`src/rtl/uart_rx_gen2.sv`:
```
// Oversampling UART receiver: 2-flop input synchronizer, majority-vote bit sampling,
// optional parity, one or two stop bits, break detection and a small receive FIFO.
module uart_rx_gen2 #(
    parameter int DATA_BITS  = 8,
    parameter int OSR        = 16,
    parameter int FIFO_DEPTH = 4
) (
    input  logic                 clk,
    input  logic                 rst,
    input  logic                 sample_tick,
    input  logic                 rx_en,
    input  logic                 rxd,
    input  logic [2:0]           parity_mode,
    input  logic                 stop2,
    input  logic                 rx_ready,
    input  logic                 err_clr,
    output logic [DATA_BITS-1:0] rx_data,
    output logic                 rx_perr,
    output logic                 rx_ferr,
    output logic                 rx_valid,
    output logic                 overrun,
    output logic                 break_det,
    output logic                 busy,
    output logic [2:0]           dbg_state
);

    localparam int CW   = $clog2(OSR);
    localparam int BW   = $clog2(DATA_BITS + 1);
    localparam int AW   = $clog2(FIFO_DEPTH);
    localparam int NW   = AW + 1;
    localparam int WW   = DATA_BITS + 2;

    localparam logic [CW-1:0] CNT_S0   = CW'(OSR / 2 - 1);
    localparam logic [CW-1:0] CNT_S1   = CW'(OSR / 2);
    localparam logic [CW-1:0] CNT_VOTE = CW'(OSR / 2 + 1);
    localparam logic [CW-1:0] CNT_LAST = CW'(OSR - 1);
    localparam logic [BW-1:0] BIT_LAST = BW'(DATA_BITS - 1);
    localparam logic [NW-1:0] CNT_FULL = NW'(FIFO_DEPTH);

    typedef enum logic [2:0] {
        S_IDLE   = 3'd0,
        S_START  = 3'd1,
        S_DATA   = 3'd2,
        S_PARITY = 3'd3,
        S_STOP   = 3'd4,
        S_BREAK  = 3'd5
    } state_t;

    // Input synchronizer
    logic rxd_meta_q;
    logic rxd_sync_q;

    // Frame FSM
    state_t                 state_q,      state_d;
    logic [CW-1:0]          sample_cnt_q, sample_cnt_d;
    logic [BW-1:0]          bit_cnt_q,    bit_cnt_d;
    logic [DATA_BITS-1:0]   shift_q,      shift_d;
    logic                   samp_a_q,     samp_a_d;
    logic                   samp_b_q,     samp_b_d;
    logic                   perr_q,       perr_d;
    logic                   ferr_q,       ferr_d;
    logic                   par_bit_q,    par_bit_d;
    logic                   break_det_q;

    logic                   vote;
    logic                   par_en;
    logic                   par_exp;
    logic                   stop_ferr;
    logic                   in_frame;
    logic                   push;
    logic                   break_fire;
    logic [WW-1:0]          push_word;

    // Receive FIFO
    logic [WW-1:0]          mem_q [FIFO_DEPTH];
    logic [AW-1:0]          wr_ptr_q;
    logic [AW-1:0]          rd_ptr_q;
    logic [NW-1:0]          count_q, count_d;
    logic                   overrun_q;
    logic                   pop;
    logic                   full;
    logic                   push_ok;
    logic                   ovr_set;
    logic [WW-1:0]          head;

    always_ff @(posedge clk) begin
        if (rst) begin
            rxd_meta_q <= 1'b1;
            rxd_sync_q <= 1'b1;
        end else begin
            rxd_meta_q <= rxd;
            rxd_sync_q <= rxd_meta_q;
        end
    end

    // Two earlier samples are latched; the third is the live synchronized value at the vote point.
    assign vote = (samp_a_q & samp_b_q) | (samp_a_q & rxd_sync_q) | (samp_b_q & rxd_sync_q);

    assign par_en = (parity_mode >= 3'd1) && (parity_mode <= 3'd4);

    always_comb begin
        case (parity_mode)
            3'd1:    par_exp = ^shift_q;
            3'd2:    par_exp = ~(^shift_q);
            3'd3:    par_exp = 1'b1;
            default: par_exp = 1'b0;
        endcase
    end

    assign stop_ferr = ferr_q | ~vote;
    assign push_word = {perr_q, stop_ferr, shift_q};
    assign in_frame  = (state_q == S_START) || (state_q == S_DATA) ||
                       (state_q == S_PARITY) || (state_q == S_STOP);

    always_comb begin
        state_d      = state_q;
        sample_cnt_d = sample_cnt_q;
        bit_cnt_d    = bit_cnt_q;
        shift_d      = shift_q;
        samp_a_d     = samp_a_q;
        samp_b_d     = samp_b_q;
        perr_d       = perr_q;
        ferr_d       = ferr_q;
        par_bit_d    = par_bit_q;
        push         = 1'b0;
        break_fire   = 1'b0;

        if (!rx_en) begin
            state_d      = S_IDLE;
            sample_cnt_d = '0;
            bit_cnt_d    = '0;
        end else if (sample_tick) begin
            if (in_frame) begin
                sample_cnt_d = (sample_cnt_q == CNT_LAST) ? '0 : sample_cnt_q + CW'(1);
                if (sample_cnt_q == CNT_S0) samp_a_d = rxd_sync_q;
                if (sample_cnt_q == CNT_S1) samp_b_d = rxd_sync_q;
            end

            case (state_q)
                S_IDLE: begin
                    if (!rxd_sync_q) begin
                        state_d      = S_START;
                        sample_cnt_d = '0;
                        bit_cnt_d    = '0;
                        perr_d       = 1'b0;
                        ferr_d       = 1'b0;
                        par_bit_d    = 1'b0;
                    end
                end
                S_START: begin
                    if (sample_cnt_q == CNT_VOTE && vote) begin
                        state_d      = S_IDLE;
                        sample_cnt_d = '0;
                    end else if (sample_cnt_q == CNT_LAST) begin
                        state_d   = S_DATA;
                        bit_cnt_d = '0;
                    end
                end
                S_DATA: begin
                    if (sample_cnt_q == CNT_VOTE) begin
                        shift_d = {vote, shift_q[DATA_BITS-1:1]};
                    end
                    if (sample_cnt_q == CNT_LAST) begin
                        if (bit_cnt_q == BIT_LAST) begin
                            state_d   = par_en ? S_PARITY : S_STOP;
                            bit_cnt_d = '0;
                        end else begin
                            bit_cnt_d = bit_cnt_q + BW'(1);
                        end
                    end
                end
                S_PARITY: begin
                    if (sample_cnt_q == CNT_VOTE) begin
                        par_bit_d = vote;
                        perr_d    = (vote != par_exp);
                    end
                    if (sample_cnt_q == CNT_LAST) begin
                        state_d   = S_STOP;
                        bit_cnt_d = '0;
                    end
                end
                S_STOP: begin
                    if (sample_cnt_q == CNT_VOTE) begin
                        ferr_d = stop_ferr;
                        // Final stop bit finishes the frame mid-bit so the next start edge is never missed.
                        if (!stop2 || bit_cnt_q == BW'(1)) begin
                            sample_cnt_d = '0;
                            bit_cnt_d    = '0;
                            if (stop_ferr && shift_q == '0 && (!par_en || !par_bit_q)) begin
                                break_fire = 1'b1;
                                state_d    = S_BREAK;
                            end else begin
                                push    = 1'b1;
                                state_d = S_IDLE;
                            end
                        end
                    end else if (sample_cnt_q == CNT_LAST) begin
                        bit_cnt_d = BW'(1);
                    end
                end
                S_BREAK: begin
                    if (rxd_sync_q) state_d = S_IDLE;
                end
                default: begin
                    state_d      = S_IDLE;
                    sample_cnt_d = '0;
                    bit_cnt_d    = '0;
                end
            endcase
        end
    end

    always_ff @(posedge clk) begin
        if (rst) begin
            state_q      <= S_IDLE;
            sample_cnt_q <= '0;
            bit_cnt_q    <= '0;
            shift_q      <= '0;
            samp_a_q     <= 1'b1;
            samp_b_q     <= 1'b1;
            perr_q       <= 1'b0;
            ferr_q       <= 1'b0;
            par_bit_q    <= 1'b0;
            break_det_q  <= 1'b0;
        end else begin
            state_q      <= state_d;
            sample_cnt_q <= sample_cnt_d;
            bit_cnt_q    <= bit_cnt_d;
            shift_q      <= shift_d;
            samp_a_q     <= samp_a_d;
            samp_b_q     <= samp_b_d;
            perr_q       <= perr_d;
            ferr_q       <= ferr_d;
            par_bit_q    <= par_bit_d;
            break_det_q  <= break_fire;
        end
    end

    // Output handshake: a word transfers on any rising edge where rx_valid and rx_ready are both 1;
    // rx_valid never drops without a transfer, and the head fields are stable while rx_valid is 1.
    assign pop     = rx_valid && rx_ready;
    assign full    = (count_q == CNT_FULL);
    assign push_ok = push && (!full || pop);
    assign ovr_set = push && full && !pop;

    always_comb begin
        count_d = count_q;
        case ({push_ok, pop})
            2'b10:   count_d = count_q + NW'(1);
            2'b01:   count_d = count_q - NW'(1);
            default: count_d = count_q;
        endcase
    end

    always_ff @(posedge clk) begin
        if (rst) begin
            for (int i = 0; i < FIFO_DEPTH; i++) mem_q[i] <= '0;
            wr_ptr_q  <= '0;
            rd_ptr_q  <= '0;
            count_q   <= '0;
            overrun_q <= 1'b0;
        end else begin
            if (push_ok) begin
                mem_q[wr_ptr_q] <= push_word;
                wr_ptr_q        <= wr_ptr_q + AW'(1);
            end
            if (pop) rd_ptr_q <= rd_ptr_q + AW'(1);
            count_q <= count_d;
            if (ovr_set) overrun_q <= 1'b1;
            else if (err_clr) overrun_q <= 1'b0;
        end
    end

    assign head      = mem_q[rd_ptr_q];
    assign rx_data   = head[DATA_BITS-1:0];
    assign rx_ferr   = head[DATA_BITS];
    assign rx_perr   = head[DATA_BITS+1];
    assign rx_valid  = (count_q != '0);
    assign overrun   = overrun_q;
    assign break_det = break_det_q;
    assign busy      = (state_q != S_IDLE);
    assign dbg_state = state_q;

endmodule

```
`config.mk`:
```
export PLATFORM = sky130hd
export DESIGN_NAME = uart_rx_gen2
export DESIGN_NICKNAME = d
export VERILOG_FILES = /design/src/rtl/uart_rx_gen2.sv
export SDC_FILE = /design/constraint.sdc
export NUM_CORES = 1
export LEC_CHECK = 0
export CAP_MARGIN = 20
export CORE_MARGIN = 4
export CORE_UTILIZATION = 57
export CTS_CLUSTER_SIZE = 14
export DETAILED_ROUTE_END_ITERATION = 10
export PLACE_DENSITY = 0.78
export REMOVE_ABC_BUFFERS = 1
export SLEW_MARGIN = 20
export SYNTH_ARGS = -nofsm -noshare
export SYNTH_HDL_FRONTEND = slang
export SYNTH_SLANG_ARGS = --single-unit
```
`constraint.sdc`:
```
create_clock -name clk -period 4.5 [get_ports clk]
set_input_delay 1.35 -clock clk [delete_from_list [all_inputs] [get_ports clk]]
set_output_delay 1.35 -clock clk [all_outputs]
set_load 0.05 [all_outputs]
```
==> results summary, run 1 <==
TritonCTS built the clock tree. The via count normalized by instance count came out at 5.911. Clock-pin slew was measured on the worst setup and hold paths at 0.08 ns. Once routing completed, OpenROAD measured the worst setup slack at 0.6900 ns. The share of total power in sequential cells came out at 0.459. The internal portion of the total power is 1249 uW. Across every metal layer, demand over resource in global routing totals 0.2130. The layout overhead on the synthesized area is 14.08%.

The number of synthesized register bits is 77. The count of vias placed by the detailed router came out at 2784. The final-report hold violation count is 0. Yosys printed 0 warnings. The iteration-0 DRC count of the detailed router came out at 134. The power density over the cells came out at 402.9 nW/um^2. The post-route clock period utilization came out at 0.8467.

The run finished with clean final reports. The die is 90.35 microns tall. The wire length on met1 came out at 3.423 mm. The starting utilization of the core area came out at 0.5984. The final core area utilization came out at 0.6827. The post-synth design cell area came out at 3865 sq um.

The number of instances in the synthesized netlist is 363. The final-report setup violation count is 0. The floorplan die area came out at 8162 sq um. The post-layout minimum cycle time is 3.810 ns. The final layout contains routed wiring with a total length of 8.337 mm. The aggregate negative setup slack came out at 0 ns.

Summing all multi-input logic gate instances after layout gives 1759 sq um. The mean post-synth cell area came out at 10.65 sq um. The net count reported at finish is 410.

The largest net degree at the start of global routing is 26. The maximum clock path buffer count came out at 2. The highest attainable clock frequency came out at 262.5 MHz. The top-level I/O count is 28. The path category of the worst min-delay check is register to register. The wire length per cell is 17.70 microns.

The clock tree root driver cell is sky130_fd_sc_hd__clkbuf_8. Across the VDD grid, the largest voltage drop is 0.2401 mV. The routability congestion estimate is 0.8562. The total of buffers placed on input and output ports came out at 27. The max-slew violation count is 0. After filler insertion, the fill cell instance count of the layout stands at 504. The highest layer touched by signal routing is met4.

TritonCTS created 9 clock buffers. The width of the chip is 90.35 microns. The switching power total is 527.8 uW. The worst slew margin relative to its limit is 0.5238. The clock sink count came out at 77.

Of the synthesized area, sequential elements account for 0.5024. Max-cap violations in this run came to 0. The data required time at the worst endpoint is 3.15 ns. In the final layout, the share of cells above drive strength 1 is 0.1041. At the pin with the least slew margin, the transition time is 0.7134 ns. Of the total power, the share spent switching nets is 0.2971. The leakage power of the design is 0.001451 uW. The worst endpoint data arrival time is 2.46 ns. The post-synthesis async set-or-reset flop share is 0. The sequential cell area in the final layout is 1942 sq um.

The number of antenna violations at the first check in global routing is 0. The worst-case clock skew came out at 0.009547 ns. The quantity of gates resized following cts came out at 0. The number of cells on the worst reg-to-reg path is 10. The cell total after placement is 455. The number of DRC violations after detailed routing is 0. The number of synthesized flops with an enable pin came out at 40. The via count of the first global-routing pass came to 2893.

The total length of routed met3 wires came out at 377 microns. The clock latency on the worst-skew pair came out at 0.34 ns. The critical path is of the register to output pin type. The total global routing overflow is 0. STA classifies the critical path endpoint as an output pin. The antenna violation net count after detailed routing is 0. Prior to clock tree synthesis, the placed netlist has a worst setup slack of 0.4633 ns.

The share of total power in combinational logic came out at 0.218. The worst setup path is launched from a register. The first global-routing pass estimated 13.83 mm of wire. The number of H-tree levels came out at 3. The number of buffers added for setup after CTS is 0. The iteration count of the initial detailed-routing pass is 4.

The share of total power dissipated in the clock network is 0.323. The count of standard-cell rows came out at 29. Setup repair after global routing left no endpoint under its margin.

The largest fanout on the critical path came out at 10. For this run, the leading register cell type out of synthesis is sky130_fd_sc_hd__edfxtp_1. The post-cts hold buffer count came out at 0.

The distinct cell type count of the synthesized netlist came out at 58. The number of standard cells in the final layout excluding fillers came out at 471. The instance count along the most critical hold path came out at 1. The number of antenna diodes in the final layout is 0. The wire length on met2 is 4.421 mm. The standard cell core area came out at 6459 sq um.

Summed over all nets, the half-perimeter wirelength after detailed placement is 5.767 mm.
[worst paths after layout]
check / start / slack [ns] / end
max: register / 0.69 / rx_data[2]
min: rxd_meta_q$_SDFF_PP1_ / 0.41 / rxd_sync_q$_SDFF_PP1_
max reg2reg: sample_cnt_q[0]$_SDFFE_PP0P_ / 1.84 / count_q[2]$_SDFFE_PP0P_
min reg2reg: rxd_meta_q$_SDFF_PP1_ / 0.41 / rxd_sync_q$_SDFF_PP1_
[metrics by stage]
| stage | hold WS (ns) | total power [uW] | area [sq um] |
|---|---|---|---|
| after global routing | 0.4328 | 1844 | 4409 |
| after global placement | 0.3931 | 1216 | 4195 |
| after detailed placement | 0.3988 | 1223 | 4195 |
| after CTS | 0.4185 | 1790 | 4409 |
| final | 0.4139 | 1777 | 4409 |
| after floorplan | 0.3895 | 1103 | 3784 |
[Yosys cell counts (6+ instances only)]
| master | instances | share of area |
|---|---|---|
| sky130_fd_sc_hd__nor3_1 | 19 | 0.025 |
| sky130_fd_sc_hd__inv_1 | 22 | 0.021 |
| sky130_fd_sc_hd__nor4_1 | 13 | 0.021 |
| sky130_fd_sc_hd__and2_1 | 15 | 0.024 |
| sky130_fd_sc_hd__ha_1 | 9 | 0.029 |
| sky130_fd_sc_hd__xnor2_1 | 6 | 0.014 |
| sky130_fd_sc_hd__dfxtp_1 | 37 | 0.19 |
| sky130_fd_sc_hd__nand2_1 | 25 | 0.024 |
| sky130_fd_sc_hd__clkbuf_1 | 12 | 0.012 |
| sky130_fd_sc_hd__mux2i_1 | 16 | 0.041 |
| sky130_fd_sc_hd__edfxtp_1 | 40 | 0.31 |
| sky130_fd_sc_hd__mux4_2 | 10 | 0.058 |
| sky130_fd_sc_hd__nor2_1 | 38 | 0.037 |
| sky130_fd_sc_hd__a21oi_1 | 15 | 0.019 |
| sky130_fd_sc_hd__or3_1 | 8 | 0.013 |
| sky130_fd_sc_hd__o21ai_0 | 12 | 0.016 |
[layout by cell type, fill, tap and decap left out, types with 3 or more instances in the layout]
cell type                         Yosys  layout
sky130_fd_sc_hd__a21oi_1             15      15
sky130_fd_sc_hd__and2_1              15      15
sky130_fd_sc_hd__buf_4                1       6
sky130_fd_sc_hd__clkbuf_8             0       9
sky130_fd_sc_hd__clkdlybuf4s50_1      0      27
sky130_fd_sc_hd__dfxtp_1             37      37
sky130_fd_sc_hd__edfxtp_1            40      40
sky130_fd_sc_hd__ha_1                 9       9
sky130_fd_sc_hd__inv_1               22      22
sky130_fd_sc_hd__mux2i_1             16      16
sky130_fd_sc_hd__mux4_2              10      10
sky130_fd_sc_hd__nand2_1             25      25
sky130_fd_sc_hd__nand3_1              5       5
sky130_fd_sc_hd__nand3b_1             3       3
sky130_fd_sc_hd__nor2_1              38      38
sky130_fd_sc_hd__nor2b_1              5       5
sky130_fd_sc_hd__nor3_1              19      19
sky130_fd_sc_hd__nor4_1              13      13
sky130_fd_sc_hd__o21ai_0             12      12
sky130_fd_sc_hd__o31ai_1              3       3
sky130_fd_sc_hd__or3_1                8       8
sky130_fd_sc_hd__xnor2_1              6       6
[registers in the layout (all words and copies together) (netlist names), 2 cells and up, named ones only]
name and flops:
bit_cnt_q 4, count_q 3, dbg_state 3, mem_q 40
rd_ptr_q 2, sample_cnt_q 4, shift_q 8, wr_ptr_q 2
[cell families after synthesis]
| family | after synthesis | synth area share |
|---|---|---|
| adder cells (fa/ha/maj) | 11 | 0.03723 |
| AO/OA/AOI/OAI | 51 | 0.09065 |
| XOR/XNOR | 8 | 0.01813 |
| flip-flops | 77 | 0.5024 |
| buffers and inverters | 40 | 0.04241 |
| AND/OR/NAND/NOR | 149 | 0.2065 |
| multiplexers | 27 | 0.1026 |
[worst max-delay path, stage by stage (launching register included)]
cell,delay (ns)
sky130_fd_sc_hd__dfxtp_1,0.79
sky130_fd_sc_hd__mux4_2,0.61
sky130_fd_sc_hd__clkdlybuf4s50_1,0.72
[area by class of cell]
| type | count | share of cell area |
|---|---|---|
| multi-input cells | 246 | 0.3990 |
| repair buffers | 33 | 0.07151 |
| clock inverters | 6 | 0.01958 |
| well taps | 77 | 0.02185 |
| flip-flops and latches | 77 | 0.4404 |
| clock buffers | 10 | 0.02894 |
| inverters | 22 | 0.01873 |
[metal layers]
layer | vias to the layer above | GRT usage
met4 | 0 | 0.09184
met5 | - | 0
met1 | 1333 | 0.2470
met2 | 66 | 0.3908
li1 | 1373 | -
met3 | 12 | 0.02917
[power by group through the flow]
stage	clock [uW]	combinational, uW	sequential, uW
after floorplan	0	282	821
after global placement	0	384	831
after detailed placement	0	389	834
after CTS	580	392	818
after global routing	607	413	824
final	573	388	815
No activity file was read; power rests on OpenSTA's default activity.
==> inputs of run 2 (changes only) <==
==> constraint.sdc (replaced) <==
create_clock -name clk -period 3.6 [get_ports clk]
set_input_delay 1.08 -clock clk [delete_from_list [all_inputs] [get_ports clk]]
set_output_delay 1.08 -clock clk [all_outputs]
set_load 0.05 [all_outputs]
==> run 2 against run 1 <==
  * Die area unchanged
  * Critical path depth up 1
  * Register-to-register slack worse by 0.79 ns
  * Via count up 1.6%
  * Worst setup slack worse by 0.35 ns
  * Hold slack better by 0.0041 ns
  * Global-route usage down 0.071 points
  * Clock power up 3%
  * Cell count up 0.85%
==> results summary, run 2 (synthesis results as in run 1) <==
The final-report setup violation count is 0 (unchanged). The top-level I/O count came out at 28 (unchanged). The number of buffers added for setup after CTS came out at 0 (unchanged). The count of vias placed by the detailed router is 2828 (was 2784).

The fraction of layout cells with a size suffix above 1 came out at 0.1106 (was 0.1041). The worst path needs 3.258 ns of the cycle, external delays included. The category of the critical setup timing path is register to output pin (unchanged). The global-route wire length before repair came out at 13.63 mm (was 13.83 mm). The count of standard-cell rows came out at 29 (unchanged).

The starting utilization of the core area came to 0.5984 (unchanged). The maximum clock path buffer count came out at 2 (unchanged). The TritonCTS buffer count is 9 (unchanged). The power density over the cells is 477.8 nW/um^2 (was 402.9 nW/um^2). The number of flip-flops in the largest register was 40 (unchanged). The clock tree root driver cell is sky130_fd_sc_hd__clkbuf_8 (unchanged). The most common cell after layout, fill and taps aside is sky130_fd_sc_hd__edfxtp_1 (unchanged).

The y dimension of the die came out at 90.35 microns (unchanged). Top Registers: mem_q x40, shift_q x8 (unchanged). The overall power of the completed layout came to 2103 uW (was 1777 uW). The worst slew margin relative to its limit came out at 0.5512 (was 0.5238). The layout overhead on the synthesized area is 13.89% (was 14.08%). Ordered cell list for the critical path: buf_4 -> mux4_2 -> clkdlybuf4s50_1 (was mux4_2 -> clkdlybuf4s50_1). The post-route clock period utilization came out at 0.9049. The standard cell core area is 6459 sq um (unchanged).

The final-layout fill cell count was 498 (was 504). The floorplan die area is 8162 sq um (unchanged). The worst stage delay on the critical path came to 0.72 ns (was 0.79 ns).

The total area of multi-input combinational cells is 1759 sq um (unchanged). The antenna violation net count after detailed routing is 0 (unchanged). The largest fanout on the critical path is 10 (unchanged). The maximum vdd drop is 0.3823 mV (was 0.2401 mV). The critical path capture point type is an output pin (unchanged). The total global routing overflow came out at 0 (unchanged). The sum of routed wire length over all layers came out at 8.289 mm (was 8.337 mm). The clock latency on the worst-skew pair came to 0.35 ns (was 0.34 ns). Setup repair after global routing missed its margin: no (unchanged).

The startpoint type of the worst setup path is a register (unchanged). The CTS tree is yes (unchanged). The detailed placer's ending HPWL came to 5.789 mm (was 5.767 mm).

The standard cell with the maximum stage delay on the critical path is sky130_fd_sc_hd__clkdlybuf4s50_1 (was sky130_fd_sc_hd__dfxtp_1). The worst-case clock skew is 0.01063 ns (was 0.009547 ns). The launch point of the worst reg-to-reg path is sample_cnt_q[1]$_SDFFE_PP0P_ (was sample_cnt_q[0]$_SDFFE_PP0P_).

The iteration count of the initial detailed-routing pass came out at 4 (unchanged). The width of the chip came out at 90.35 microns (unchanged). The quantity of gates resized following cts was 0 (unchanged). The leakage power of the design came to 0.001444 uW (was 0.001451 uW). The number of antenna violations at the first check in global routing is 0 (unchanged). The number of H-tree levels came out at 3 (unchanged).

The register with the highest flop count is mem_q (unchanged). The net count reported at finish was 414 (was 410). The aggregate negative setup slack is 0 ns (unchanged). The number of DRC violations after detailed routing is 0 (unchanged).

The global-route total usage across every layer came to 0.2123 (was 0.2130). Most frequent cells in the layout: sky130_fd_sc_hd__edfxtp_1, sky130_fd_sc_hd__nor2_1, sky130_fd_sc_hd__dfxtp_1 (unchanged). The max-slew violation count is 0 (unchanged). The clock sink count came out at 77 (unchanged). The path category of the worst min-delay check is register to register (unchanged). The routability congestion estimate came out at 0.8825 (was 0.8562). The total of buffers placed on input and output ports is 27 (unchanged). The diode insertion count for antenna repair came out at 0 (unchanged). The via count normalized by instance count is 5.954 (was 5.911). The highest attainable clock frequency came out at 307.0 MHz.

The wire length per cell came out at 17.45 microns (was 17.70 microns). The sequential cell area in the final layout came out at 1942 sq um (unchanged). The start point of the worst min-delay path is rxd_meta_q$_SDFF_PP1_ (unchanged). The data required time at the worst endpoint came out at 2.52 ns (was 3.15 ns). Run status: finished clean (unchanged). The max capacitance violation total came to 0 (unchanged).

The iteration-0 DRC count of the detailed router is 156 (was 134). The post-CTS clock slew at the launch and capture registers of the worst setup and hold paths was 0.08 ns (about the same). The worst endpoint data arrival time is 2.18 ns (was 2.46 ns). The via count of the first global-routing pass is 2792 (was 2893).

The final-report hold violation count came to 0 (unchanged). The largest net degree at the start of global routing is 28 (was 26). The post-cts hold buffer count was 0 (unchanged).

The slew at the pin with the worst max-slew slack came out at 0.6723 ns (was 0.7134 ns).
==> run 2: where the power goes <==
group          internal, uW  switching, uW  total, uW
clock network           269            324        593
registers               965           24.3        989
logic                   212            308        520
==> run 2: per-stage QoR <==
step | std cells | worst slack [ns] | instance area, sq um | utilization | hold slack (ns)
after floorplan | 345 | 0.09919 | 3784 | - | 0.3895
after global placement | 459 | 0.07952 | 4225 | 0.6542 | 0.3931
after detailed placement | 459 | 0.04776 | 4225 | 0.6542 | 0.4031
after CTS | 475 | 0.3170 | 4402 | 0.6815 | 0.4211
after global routing | 475 | 0.2290 | 4402 | 0.6815 | 0.4384
final | 475 | 0.3424 | 4402 | 0.6815 | 0.4180
==> run 2: metal layers <==
metal / global-route usage / part of all wire / vias up
li1: - / - / 1391
met5: 0 / 0 / -
met3: 0.03167 / 0.037 / 22
met2: 0.3721 / 0.51 / 78
met4: 0.1084 / 0.033 / 0
met1: 0.2524 / 0.42 / 1337
==> run 2: area by class of cell <==
| class | count | area share |
|---|---|---|
| Clock buffer | 11 | 0.03212 |
| Clock inverter | 5 | 0.007959 |
| Inverter | 22 | 0.01876 |
| Multi-Input combinational cell | 246 | 0.3997 |
| Sequential cell | 77 | 0.4412 |
| Tap cell | 77 | 0.02189 |
| Timing Repair Buffer | 37 | 0.07845 |
==> run 2: final timing paths <==
check                                                 end  slack [ns]  cells past startpoint
worst max-delay path                              rx_ferr        0.34                      3
worst min-delay path                rxd_sync_q$_SDFF_PP1_        0.42                      1
worst max register to register  mem_q[0][0]$_SDFFCE_PN0P_        1.05                      9
worst min register to register      rxd_sync_q$_SDFF_PP1_        0.42                      1
==> run 2: critical path: cells and delay by family (launching register included) <==
family | cells | cell delay (ns)
mux | 1 | 0.55
buf+inv | 2 | 0.96
flops | 1 | 0.32
==> inputs of run 3 (changes only) <==
==> constraint.sdc (replaced) <==
create_clock -name clk -period 3.17 [get_ports clk]
set_input_delay 0.951 -clock clk [delete_from_list [all_inputs] [get_ports clk]]
set_output_delay 0.951 -clock clk [all_outputs]
set_load 0.05 [all_outputs]
==> run 3 against run 2 <==
  * Clock power is 67% higher
  * Total power up 29%
  * Sequential share of layout area down 1.6 points
  * Combinational power up 16%
  * Largest cell class unchanged
==> results summary, run 3 (synthesis results as in run 1) <==
The sum of routed wire length over all layers came out at 8.269 mm (was 8.289 mm). The startpoint type of the worst setup path is an input port (was register). The total of buffers placed on input and output ports came out at 27 (unchanged). The category of the critical setup timing path is input port to register (was register to output pin). The global-route total usage across every layer is 0.2153 (was 0.2123). The max capacitance violation total is 0 (unchanged). The max-slew violation count came out at 0 (unchanged). The via count of the first global-routing pass came out at 2878 (was 2792). The worst-case clock skew is 0.01188 ns (was 0.01063 ns).

The clock tree root driver cell is sky130_fd_sc_hd__clkbuf_8 (unchanged). The y dimension of the die came out at 90.35 microns (unchanged). Counting I/O delays and the setup requirement, the final critical path takes 3.027 ns. The highest attainable clock frequency is 330.3 MHz.

The post-CTS clock slew at the launch and capture registers of the worst setup and hold paths came out at 0.08 ns (about the same). The total global routing overflow was 0 (unchanged). The count of standard-cell rows came out at 29 (unchanged).

The data required time at the worst endpoint is 3.41 ns (was 2.52 ns). The iteration-0 DRC count of the detailed router is 164 (was 156). The cell total after placement came out at 468 (was 459). The layout overhead on the synthesized area came out at 18.10% (was 13.89%). The CTS tree is yes (unchanged). The power density over the cells came out at 594.3 nW/um^2 (was 477.8 nW/um^2).

The wire length per cell is 17.08 microns (was 17.45 microns). The number of H-tree levels was 3 (unchanged). The iteration count of the initial detailed-routing pass came out at 4 (unchanged). The global-route wire length before repair came out at 13.96 mm (was 13.63 mm).

The largest net degree at the start of global routing came out at 28 (unchanged). The placement-stage cell area came out at 4280 sq um (was 4225 sq um). The width of the chip came out at 90.35 microns (unchanged). Most frequent cells in the layout: sky130_fd_sc_hd__edfxtp_1, sky130_fd_sc_hd__nor2_1, sky130_fd_sc_hd__dfxtp_1 (unchanged). The most common cell after layout, fill and taps aside is sky130_fd_sc_hd__edfxtp_1 (unchanged). The slew at the pin with the worst max-slew slack is 0.6290 ns (was 0.6723 ns).

The worst slew margin relative to its limit came out at 0.5801 (was 0.5512). The pre-CTS worst setup slack came out at -0.2342 ns (was 0.04776 ns). The diode insertion count for antenna repair came out at 0 (unchanged). The number of flip-flops in the largest register is 40 (unchanged). The cell depth of the worst flop-to-flop path came out at 8 (was 9).

Top Registers: mem_q x40, shift_q x8 (unchanged). The net count reported at finish came out at 423 (was 414). The worst slack on hold paths came to 0.4120 ns (was 0.4180 ns). Of the available clock period, the critical path in the final layout requires 0.9550. The routability congestion estimate is 0.9101 (was 0.8825). The standard cell core area came to 6459 sq um (unchanged). The starting utilization of the core area is 0.5984 (unchanged).

The number of buffers added for setup after CTS came to 0 (unchanged). The via count normalized by instance count came to 5.880 (was 5.954). The final-report hold violation count came to 0 (unchanged).

The detailed placer's ending HPWL came to 5.721 mm (was 5.789 mm). The maximum clock path buffer count was 2 (unchanged). The aggregate negative setup slack came to 0 ns (unchanged). The leakage power of the design is 0.001598 uW (was 0.001444 uW). The number of standard cells in the final layout excluding fillers came out at 484 (was 475). The count of vias placed by the detailed router is 2846 (was 2828). The slack of the critical path came out at 0.1427 ns (was 0.3424 ns). The floorplan die area is 8162 sq um (unchanged). The path category of the worst min-delay check is register to register (unchanged). The clock latency on the worst-skew pair came out at 0.36 ns (was 0.35 ns). The top-level I/O count is 28 (unchanged).

The worst endpoint data arrival time came out at 3.27 ns (was 2.18 ns). The fraction of layout cells with a size suffix above 1 came out at 0.1499 (was 0.1106). The final design area excluding fillers is 4564 sq um (was 4402 sq um).

The TritonCTS buffer count is 9 (unchanged). The clock sink count is 77 (unchanged). The final-report setup violation count came to 0 (unchanged). The number of DRC violations after detailed routing is 0 (unchanged).

The instance count along the most critical hold path is 1 (unchanged). The largest fanout on the critical path is 3 (was 10). Setup repair after global routing missed its margin: no (unchanged). The maximum vdd drop came to 0.5130 mV (was 0.3823 mV). The number of antenna violations at the first check in global routing is 0 (unchanged). Run status: finished clean (unchanged). The register with the highest flop count was mem_q (unchanged).

The critical path capture point type is a register (was output pin). The antenna violation net count after detailed routing came out at 0 (unchanged).
==> run 3: worst max-delay path, cell delays in order <==
cell and delay (ns):
sky130_fd_sc_hd__clkdlybuf4s50_1 0.43, sky130_fd_sc_hd__or3_1 0.40, sky130_fd_sc_hd__a31oi_1 0.20, sky130_fd_sc_hd__buf_4 0.16, sky130_fd_sc_hd__a211oi_4 0.06, sky130_fd_sc_hd__nor2_2 0.11, sky130_fd_sc_hd__inv_1 0.06, sky130_fd_sc_hd__fa_1 0.38
sky130_fd_sc_hd__a22oi_1 0.18, sky130_fd_sc_hd__mux2_2 0.35
==> run 3: per-layer routing <==
layer / GRT usage / share of wire / vias to the layer above / wire length [microns]
li1: - / - / 1401 / -
met1: 0.2652 / 0.42 / 1350 / 3503
met2: 0.3746 / 0.52 / 76 / 4270
met3: 0.03250 / 0.036 / 19 / 298
met4: 0.09439 / 0.024 / 0 / 196
met5: 0 / 0 / - / 0
==> run 3: report_power, final <==
part / leakage (uW) / internal [uW] / switching (uW)
clock: 0.000136 / 609 / 379
combinational: 0.000779 / 243 / 357
sequential: 0.000683 / 1100 / 27.5
==> run 3: cell type report <==
class,instances,area (sq um)
Clock buffer,9,123.9
Clock inverter,7,145.1
Multi-Input combinational cell,246,1762
Fill cell,482,1894
Sequential cell,77,1942
Inverter,22,82.58
Tap cell,77,96.34
Timing Repair Buffer,46,412.9
==> run 3: stage by stage <==
step | power [uW] | util
2_1_floorplan | 1565 | -
3_3_place_gp | 1741 | 0.6627
3_5_place_dp | 1750 | 0.6627
4_1_cts | 2735 | 0.7044
5_1_grt | 2820 | 0.7067
6_report | 2713 | 0.7067
==> run 3: worst paths after layout <==
path | startpoint | to | slack, ns
setup / recovery | parity_mode[1] | count_q[2]$_SDFFE_PP0P_ | 0.14
hold / removal | rxd_meta_q$_SDFF_PP1_ | rxd_sync_q$_SDFF_PP1_ | 0.41
setup reg to reg | sample_cnt_q[0]$_SDFFE_PP0P_ | mem_q[3][5]$_DFFE_PP_ | 0.66
hold reg to reg | rxd_meta_q$_SDFF_PP1_ | rxd_sync_q$_SDFF_PP1_ | 0.41
==> run 3: timing repair <==
action,in CTS,in global routing
gates resized for setup,0,6
endpoints found under the setup margin,0,6
hold buffers,0,0
